## src/rtl/dl11_pkg.sv

```systemverilog
// Shared definitions for the DL11 serial port: register offsets, CSR bit
// positions, UART state encoding and the default interrupt vectors.
package dl11_pkg;

    localparam logic [1:0] REG_RCSR = 2'd0;
    localparam logic [1:0] REG_RBUF = 2'd1;
    localparam logic [1:0] REG_XCSR = 2'd2;
    localparam logic [1:0] REG_XBUF = 2'd3;

    localparam int BIT_DONE  = 7;
    localparam int BIT_IE    = 6;
    localparam int BIT_MAINT = 2;
    localparam int BIT_ERR   = 15;
    localparam int BIT_OVR   = 14;
    localparam int BIT_FRM   = 13;

    typedef enum logic [1:0] {IDLE, START, DATA, STOP} uart_state_t;

    localparam logic [15:0] VEC_RX = 16'o000060;
    localparam logic [15:0] VEC_TX = 16'o000064;

endpackage

```

## src/rtl/dl11_rx.sv

```systemverilog
// DL11 receiver: synchronises the serial line, times the bits and assembles
// an 8N1 byte, reporting it with a one-clock done pulse and a framing flag.
module dl11_rx
    import dl11_pkg::*;
#(
    parameter int BAUD_DIV = 417
) (
    input  logic       clk_sys,
    input  logic       reset_n,
    input  logic       i_clear,
    input  logic       i_rxd,
    output logic [7:0] o_data,
    output logic       o_frm,
    output logic       o_donePulse
);

    localparam logic [15:0] LP_LAST = 16'(BAUD_DIV - 1);
    localparam logic [15:0] LP_HALF = 16'(BAUD_DIV / 2 - 1);

    logic        r_sync1, r_sync2, r_prev;
    uart_state_t r_state;
    logic [15:0] r_cnt;
    logic [2:0]  r_bit;
    logic [7:0]  r_shift, r_data;
    logic        r_frm, r_done;

    // A start is recognised only on a falling edge, so a held-low break is one event
    always_ff @(posedge clk_sys or negedge reset_n) begin
        if (!reset_n) begin
            r_sync1 <= 1'b1;
            r_sync2 <= 1'b1;
            r_prev  <= 1'b1;
        end else if (i_clear) begin
            r_sync1 <= 1'b1;
            r_sync2 <= 1'b1;
            r_prev  <= 1'b1;
        end else begin
            r_sync1 <= i_rxd;
            r_sync2 <= r_sync1;
            r_prev  <= r_sync2;
        end
    end

    always_ff @(posedge clk_sys or negedge reset_n) begin
        if (!reset_n) begin
            r_state <= IDLE;
            r_cnt   <= '0;
            r_bit   <= '0;
            r_shift <= '0;
            r_data  <= '0;
            r_frm   <= 1'b0;
            r_done  <= 1'b0;
        end else if (i_clear) begin
            r_state <= IDLE;
            r_cnt   <= '0;
            r_bit   <= '0;
            r_shift <= '0;
            r_data  <= '0;
            r_frm   <= 1'b0;
            r_done  <= 1'b0;
        end else begin
            r_done <= 1'b0;
            case (r_state)
                IDLE: begin
                    if (r_prev && !r_sync2) begin
                        r_state <= START;
                        r_cnt   <= '0;
                    end
                end
                START: begin
                    if (r_cnt == LP_HALF) begin
                        r_cnt   <= '0;
                        r_bit   <= '0;
                        r_state <= r_sync2 ? IDLE : DATA;
                    end else begin
                        r_cnt <= r_cnt + 16'd1;
                    end
                end
                DATA: begin
                    if (r_cnt == LP_LAST) begin
                        r_cnt   <= '0;
                        r_shift <= {r_sync2, r_shift[7:1]};
                        r_bit   <= r_bit + 3'd1;
                        if (r_bit == 3'd7) r_state <= STOP;
                    end else begin
                        r_cnt <= r_cnt + 16'd1;
                    end
                end
                STOP: begin
                    if (r_cnt == LP_LAST) begin
                        r_cnt   <= '0;
                        r_data  <= r_shift;
                        r_frm   <= ~r_sync2;
                        r_done  <= 1'b1;
                        r_state <= IDLE;
                    end else begin
                        r_cnt <= r_cnt + 16'd1;
                    end
                end
                default: r_state <= IDLE;
            endcase
        end
    end

    assign o_data      = r_data;
    assign o_frm       = r_frm;
    assign o_donePulse = r_done;

endmodule

```

## src/rtl/dl11_serial.sv

```systemverilog
// DL11-compatible serial port: vm1 bus responder with RCSR/RBUF/XCSR/XBUF,
// a double-buffered 8N1 transmitter and vectored RX/TX interrupt requests.
module dl11_serial
    import dl11_pkg::*;
#(
    parameter logic [15:0] BASE_ADDR = 16'o177560,
    parameter int          BAUD_DIV  = 417
) (
    input  logic        clk_sys,
    input  logic        reset_n,
    input  logic        bus_init,
    input  logic        ce_bus,
    input  logic [15:0] bus_addr,
    input  logic [15:0] bus_din,
    input  logic        bus_sync,
    input  logic        bus_we,
    input  logic [1:0]  bus_wtbt,
    input  logic        bus_stb,
    output logic [15:0] bus_dout,
    output logic        bus_ack,
    output logic        irq_rx_req,
    input  logic        irq_rx_ack,
    output logic        irq_tx_req,
    input  logic        irq_tx_ack,
    input  logic        uart_rxd,
    output logic        uart_txd
);

    localparam logic [15:0] LP_LAST = 16'(BAUD_DIV - 1);

    logic        w_access, w_accStart, w_wrLow, w_rbufRead, w_xbufWrite;
    logic [1:0]  w_idx;
    logic [15:0] w_rdData;
    logic        w_rxDone, w_rxFrm, w_rxLine, w_rxCond, w_txCond, w_unused;
    logic [7:0]  w_rxData;

    logic        r_accPrev, r_ack;
    logic        r_rxDone, r_rxIe, r_ovr, r_frm;
    logic [7:0]  r_rxData;
    logic        r_txReady, r_txIe, r_maint, r_txLine;
    logic [7:0]  r_hold, r_shift;
    uart_state_t r_txState;
    logic [15:0] r_txCnt;
    logic [2:0]  r_txBit;
    logic        r_rxCondPrev, r_txCondPrev, r_rxIrq, r_txIrq;

    assign w_idx       = bus_addr[2:1];
    assign w_access    = bus_sync & (bus_addr[15:3] == BASE_ADDR[15:3]) & bus_stb;
    assign w_accStart  = w_access & ~r_accPrev;
    assign w_wrLow     = w_accStart & bus_we & bus_wtbt[0];
    assign w_rbufRead  = w_accStart & ~bus_we & (w_idx == REG_RBUF);
    assign w_xbufWrite = w_wrLow & (w_idx == REG_XBUF) & r_txReady;
    assign w_rxLine    = r_maint ? r_txLine : uart_rxd;
    assign w_rxCond    = r_rxDone & r_rxIe;
    assign w_txCond    = r_txReady & r_txIe;
    assign w_unused    = ^{bus_addr[0], bus_din[15:8], bus_wtbt[1]};

    always_comb begin
        w_rdData = '0;
        if (w_access && !bus_we) begin
            case (w_idx)
                REG_RCSR: begin
                    w_rdData[BIT_DONE] = r_rxDone;
                    w_rdData[BIT_IE]   = r_rxIe;
                end
                REG_RBUF: begin
                    w_rdData[7:0]     = r_rxData;
                    w_rdData[BIT_ERR] = r_ovr | r_frm;
                    w_rdData[BIT_OVR] = r_ovr;
                    w_rdData[BIT_FRM] = r_frm;
                end
                REG_XCSR: begin
                    w_rdData[BIT_DONE]  = r_txReady;
                    w_rdData[BIT_IE]    = r_txIe;
                    w_rdData[BIT_MAINT] = r_maint;
                end
                default: w_rdData = '0;
            endcase
        end
    end

    always_ff @(posedge clk_sys or negedge reset_n) begin
        if (!reset_n) begin
            r_accPrev <= 1'b0;
            r_ack     <= 1'b0;
        end else if (bus_init) begin
            r_accPrev <= 1'b0;
            r_ack     <= 1'b0;
        end else begin
            r_accPrev <= w_access;
            if (ce_bus) r_ack <= w_access;
        end
    end

    // A completing byte outranks a simultaneous RBUF read so the new byte is never lost
    always_ff @(posedge clk_sys or negedge reset_n) begin
        if (!reset_n) begin
            {r_rxDone, r_rxIe, r_ovr, r_frm, r_txIe, r_maint} <= '0;
            r_rxData <= '0;
        end else if (bus_init) begin
            {r_rxDone, r_rxIe, r_ovr, r_frm, r_txIe, r_maint} <= '0;
            r_rxData <= '0;
        end else begin
            if (w_wrLow && w_idx == REG_RCSR) r_rxIe <= bus_din[BIT_IE];
            if (w_wrLow && w_idx == REG_XCSR) begin
                r_txIe  <= bus_din[BIT_IE];
                r_maint <= bus_din[BIT_MAINT];
            end
            if (w_rxDone) begin
                r_rxData <= w_rxData;
                r_frm    <= w_rxFrm;
                r_ovr    <= r_rxDone & ~w_rbufRead;
                r_rxDone <= 1'b1;
            end else if (w_rbufRead) begin
                r_rxDone <= 1'b0;
                r_ovr    <= 1'b0;
                r_frm    <= 1'b0;
            end
        end
    end

    // READY low means the holding register is full; the end of a stop bit reloads directly
    always_ff @(posedge clk_sys or negedge reset_n) begin
        if (!reset_n) begin
            r_txReady <= 1'b1;
            r_hold    <= '0;
            r_shift   <= '0;
            r_txState <= IDLE;
            r_txCnt   <= '0;
            r_txBit   <= '0;
            r_txLine  <= 1'b1;
        end else if (bus_init) begin
            r_txReady <= 1'b1;
            r_hold    <= '0;
            r_shift   <= '0;
            r_txState <= IDLE;
            r_txCnt   <= '0;
            r_txBit   <= '0;
            r_txLine  <= 1'b1;
        end else begin
            if (w_xbufWrite) begin
                r_hold    <= bus_din[7:0];
                r_txReady <= 1'b0;
            end
            case (r_txState)
                IDLE: begin
                    if (!r_txReady) begin
                        r_shift   <= r_hold;
                        r_txReady <= 1'b1;
                        r_txLine  <= 1'b0;
                        r_txCnt   <= '0;
                        r_txState <= START;
                    end
                end
                START: begin
                    if (r_txCnt == LP_LAST) begin
                        r_txCnt   <= '0;
                        r_txBit   <= '0;
                        r_txLine  <= r_shift[0];
                        r_txState <= DATA;
                    end else begin
                        r_txCnt <= r_txCnt + 16'd1;
                    end
                end
                DATA: begin
                    if (r_txCnt == LP_LAST) begin
                        r_txCnt <= '0;
                        if (r_txBit == 3'd7) begin
                            r_txLine  <= 1'b1;
                            r_txState <= STOP;
                        end else begin
                            r_txBit  <= r_txBit + 3'd1;
                            r_shift  <= {1'b0, r_shift[7:1]};
                            r_txLine <= r_shift[1];
                        end
                    end else begin
                        r_txCnt <= r_txCnt + 16'd1;
                    end
                end
                STOP: begin
                    if (r_txCnt == LP_LAST) begin
                        r_txCnt <= '0;
                        if (!r_txReady) begin
                            r_shift   <= r_hold;
                            r_txReady <= 1'b1;
                            r_txLine  <= 1'b0;
                            r_txState <= START;
                        end else begin
                            r_txState <= IDLE;
                        end
                    end else begin
                        r_txCnt <= r_txCnt + 16'd1;
                    end
                end
                default: r_txState <= IDLE;
            endcase
        end
    end

    always_ff @(posedge clk_sys or negedge reset_n) begin
        if (!reset_n) begin
            {r_rxCondPrev, r_txCondPrev, r_rxIrq, r_txIrq} <= '0;
        end else if (bus_init) begin
            {r_rxCondPrev, r_txCondPrev, r_rxIrq, r_txIrq} <= '0;
        end else begin
            r_rxCondPrev <= w_rxCond;
            r_txCondPrev <= w_txCond;
            if (w_rxCond && !r_rxCondPrev)                    r_rxIrq <= 1'b1;
            else if (irq_rx_ack || (!w_rxCond && r_rxCondPrev)) r_rxIrq <= 1'b0;
            if (w_txCond && !r_txCondPrev)                    r_txIrq <= 1'b1;
            else if (irq_tx_ack || (!w_txCond && r_txCondPrev)) r_txIrq <= 1'b0;
        end
    end

    dl11_rx #(.BAUD_DIV(BAUD_DIV)) u_rx (
        .clk_sys     (clk_sys),
        .reset_n     (reset_n),
        .i_clear     (bus_init),
        .i_rxd       (w_rxLine),
        .o_data      (w_rxData),
        .o_frm       (w_rxFrm),
        .o_donePulse (w_rxDone)
    );

    assign bus_dout   = w_rdData;
    assign bus_ack    = r_ack;
    assign irq_rx_req = r_rxIrq;
    assign irq_tx_req = r_txIrq;
    assign uart_txd   = r_txLine | r_maint;

endmodule

```

## config.mk

```make
export PLATFORM = sky130hd
export DESIGN_NAME = dl11_serial
export DESIGN_NICKNAME = d
export VERILOG_FILES = /design/src/rtl/dl11_pkg.sv /design/src/rtl/dl11_rx.sv /design/src/rtl/dl11_serial.sv
export SDC_FILE = /design/constraint.sdc
export NUM_CORES = 1
export LEC_CHECK = 0
export BUFFER_PORTS_ARGS = -buffer_cell sky130_fd_sc_hd__buf_2
export CAP_MARGIN = 25
export CORE_MARGIN = 1
export CORE_UTILIZATION = 50
export CTS_BUF_LIST = sky130_fd_sc_hd__clkbuf_4
export DETAILED_ROUTE_END_ITERATION = 10
export PLACE_DENSITY_LB_ADDON = 0.25
export SETUP_SLACK_MARGIN = 0.1
export SYNTH_ARGS = -nofsm -noshare
export SYNTH_HDL_FRONTEND = slang
export SYNTH_SLANG_ARGS = --single-unit
```

## constraint.sdc

```tcl
create_clock -name clk_sys -period 2.2 [get_ports clk_sys]
set_input_delay 0.22 -clock clk_sys [delete_from_list [all_inputs] [get_ports clk_sys]]
set_output_delay 0.22 -clock clk_sys [all_outputs]
set_load 0.02 [all_outputs]
```

==> results.md <==
- Status: complete, but fails checks
- Failing checks: setup timing
- Ys flop type: dfrtp_1
- Peak VDD IR: 0.357 mV
- PortBufs: 48
- EDFF count, synth: 0
- Yosys top cell area share: 44.4%
- First-pass GRT wire length: roughly 20000 µm
- WL per Instance: 14.9 µm
- Setup tns final: -3.94 ns
- Worst slew pin tran: about 0.60 ns
- Crit path buf inv count: 3
- Overall Global Routing Usage: a little over a fifth
- Core area: between 10000 and 15000 µm²
- Synthesized instance count: 545
- Grt peak-use layer: met2
- Commonest non-fill, non-tap cells in the layout: dfrtp_1, nor2_1, buf_4, buf_2, mux2i_1
- Clk pin slew, worst setup/hold paths: approximately 0.16 ns
- Critical R2R Launch: r_txCnt[0]$_DFFE_PN0N_
- CTS root buffer: clkbuf_4
- Reg2reg end: r_shift[4]$_DFFE_PN0P_
- Sequential fraction of the synthesis area: a little under half
- Synth cell types: between 60 and 70
- Ys Warns: 0
- CP required: approximately 2.5 ns
- Via-to-Cell Ratio: around 5.6
- Slew Limit Headroom: between 60% and 70%
- Worst setup margin: -0.165 ns
- CP peak stage delay: between 0.5 and 0.6 ns
- Largest net degree at the start of global routing: 57
- DRT antenna net count: 0
- Fill count: about 840
- Crit path depth: 8
- Dpl cell area: about 6100 µm²
- Reg-to-reg setup timing slack: -0.16 ns
- Most area-hungry cell type in the Yosys netlist: dfrtp_1
- Hpwl dp: about 7600 µm
- Pleak: roughly 3.1 nW
- Die Y: ~110 µm
- Setup crit start: r_txCnt[0]$_DFFE_PN0N_
- Setup Crit Path Kind: register to register
- Multi-input gate area: 2990 µm²
- Max_cap viols: 0
- Initial antenna violation count: 0
- CTS tree: built
- Vias in the first global route: 4250
- Met3 Usage GRT: 2.82%
- Setup violations, final: between 40 and 50
- Via count: 4399
- Ranking of synthesized cells by area: dfrtp_1, mux2i_1, nor2_1
- Fmax: 0.423 GHz
- Critical Path Sink: r_shift[4]$_DFFE_PN0P_
- Storage cell area: 2530 µm²
- Final period util: 107%
- Post-synthesis average cell area: about 9.9 µm²
- Num CTS Buffers: 9
- Worst-path fanout max: 8
- Pwr dens: 648 nW/µm²
- Global route total overflow: 0
- Clock Tree Buf Depth: 2
- Layout cell share with drive strength beyond 1: between 30 and 40%
- Most common cell after layout, fill and taps aside: dfrtp_1
- Clk Latency, worst-skew pair: approximately 0.45 ns
- CP Capture Type: register
- Nets: 712
- CTS sink cnt: 101
- Seq cells post-synth: between 100 and 150
- Cell Rows: 37
- N_diodes: 0
- Die X: approximately 110 µm
- Grt met1 use: around 29%
- Htree depth: 3
- Crit path arrival time: around 2.7 ns
- Critical path cell sequence: inv_2 -> ha_4 -> or4b_4 -> or4_4 -> o21ai_4 -> clkbuf_16 -> buf_4 -> a211oi_2
- Ports: 64
- RSZ-0062 raised after global routing: true
- Clock skew: 0.0129 ns
- Fin. max-slew vios: 0
- Slowest CP cell: or4_4
- Final Hold Fails: 0
- Initial core utilization: roughly half
- CP top delay family: simple AND/OR/NAND/NOR gates
- Worst Hold Class: input port to register
- GRT met2 Usage: between 30% and 40%
- Crit path launch type: register
- Residual DRC: 0
- Worst reg2reg path depth: 8
- Die area: 11200 µm²
- Asr flop ratio synth: 100%
- Area growth syn-to-layout: 24.7%
- Gpl congestion: ~0.85
- Initial DRC Count: 260
- Fin area: roughly 6700 µm²
- Routed WL: 11800 µm
- Min cycle time layout: about 2.4 ns
- First drt pass iteration count: 4
- Syn Std Cell Area: between 5000 and 6000 µm²
Yosys cell counts (all sizes together) (13+ instances only):
master / count
a21oi: 26
buf: 18
clkbuf: 13
dfrtp: 96
ha: 18
inv: 17
mux2i: 41
nand2: 44
nand3: 15
nor2: 70
o21ai: 27
power by group:
group	switching, mW	leakage [nW]	total, mW	internal, mW
Sequential	0.0942	1.39	2.06	1.97
Clock	0.666	0.0625	0.914	0.247
Combinational	0.764	1.63	1.39	0.630
Total	1.52	3.08	4.37	2.85
state kept, by name, summed over array words and instances, names as in the netlist, 2 cells and up:
name and count:
r_txBit 3, r_txState 2, r_shift 8, u_rx.r_shift 8
r_txCnt 16, u_rx.r_state 2, u_rx.r_cnt 16, u_rx.r_bit 3
u_rx.o_data 8, r_rxData 8, r_hold 8
cells by family (layout without fill, tap and decap cells):
logic type / count (synthesis) / count (layout) / synth area share (%)
and+or+nand+nor: 225 / 229 / 22.0
DFF: 101 / 101 / 46.8
AOI/OAI and AO/OA: 97 / 97 / 11.9
buffers and inverters: 48 / 150 / 4.76
muxes: 45 / 45 / 8.63
adders and majority gates: 20 / 20 / 4.53
xor gates and xnor gates: 8 / 8 / 1.30
other: 1 / 5 / 0.0693
repair_timing:
action | CTS | global route
endpoints found under the setup margin | 64 | 67
hold buffers | 5 | 0
hold endpoints to repair | 38 | 0
gates resized for setup | 41 | 48
pin swaps | 19 | 41
cloned | 1 | 4
setup buffers | 9 | 4
routing by layer:
layer | routed length [µm] | up-vias
li1 | - | 2140
met1 | 5480 | 2146
met2 | 5710 | 93
met3 | 379 | 20
met4 | 225 | 0
met5 | 0 | -
worst min path at each step:
stage | from | to | cells after the start
after floorplan | reset_n | bus_ack$_DFFE_PN0P_ | 0
after global placement | reset_n | r_txCnt[7]$_DFFE_PN0N_ | 1
after detailed placement | reset_n | r_txCnt[7]$_DFFE_PN0N_ | 1
after CTS | bus_din[4] | r_hold[4]$_DFFE_PN0P_ | 3
after global routing | bus_din[4] | r_hold[4]$_DFFE_PN0P_ | 3
final | bus_din[4] | r_hold[4]$_DFFE_PN0P_ | 3
through the flow:
| step | hold WS [ns] | utilization [%] | setup WS, ns | power (mW) | cells |
|---|---|---|---|---|---|
| 2_1_floorplan | -0.0756 | - | -0.105 | 2.84 | 549 |
| 3_3_place_gp | 0.224 | 58.7 | -0.132 | 3.10 | 752 |
| 3_5_place_dp | 0.224 | 58.7 | -0.179 | 3.14 | 752 |
| 4_1_cts | 0.0139 | 62.5 | -0.149 | 4.23 | 783 |
| 5_1_grt | 0.0201 | 64.8 | -0.228 | 4.60 | 791 |
| 6_report | 0.0319 | 64.8 | -0.165 | 4.37 | 791 |
cell type report:
type	count	share of cell area [%]
timing repair buffer	117	12.9
tap	136	2.52
inverter	17	0.945
clock inverter	7	0.834
sequential	101	37.5
multi-input combinational	404	44.3
clock buffer	9	1.00
worst register-to-register path, cell delays in order (launching register included):
cell and delay, ns:
dfrtp_1 0.43, inv_2 0.08, ha_4 0.12, or4b_4 0.46
or4_4 0.55, o21ai_4 0.24, clkbuf_16 0.20, buf_4 0.11
a211oi_2 0.06
No activity file was read; power rests on OpenSTA's default activity.
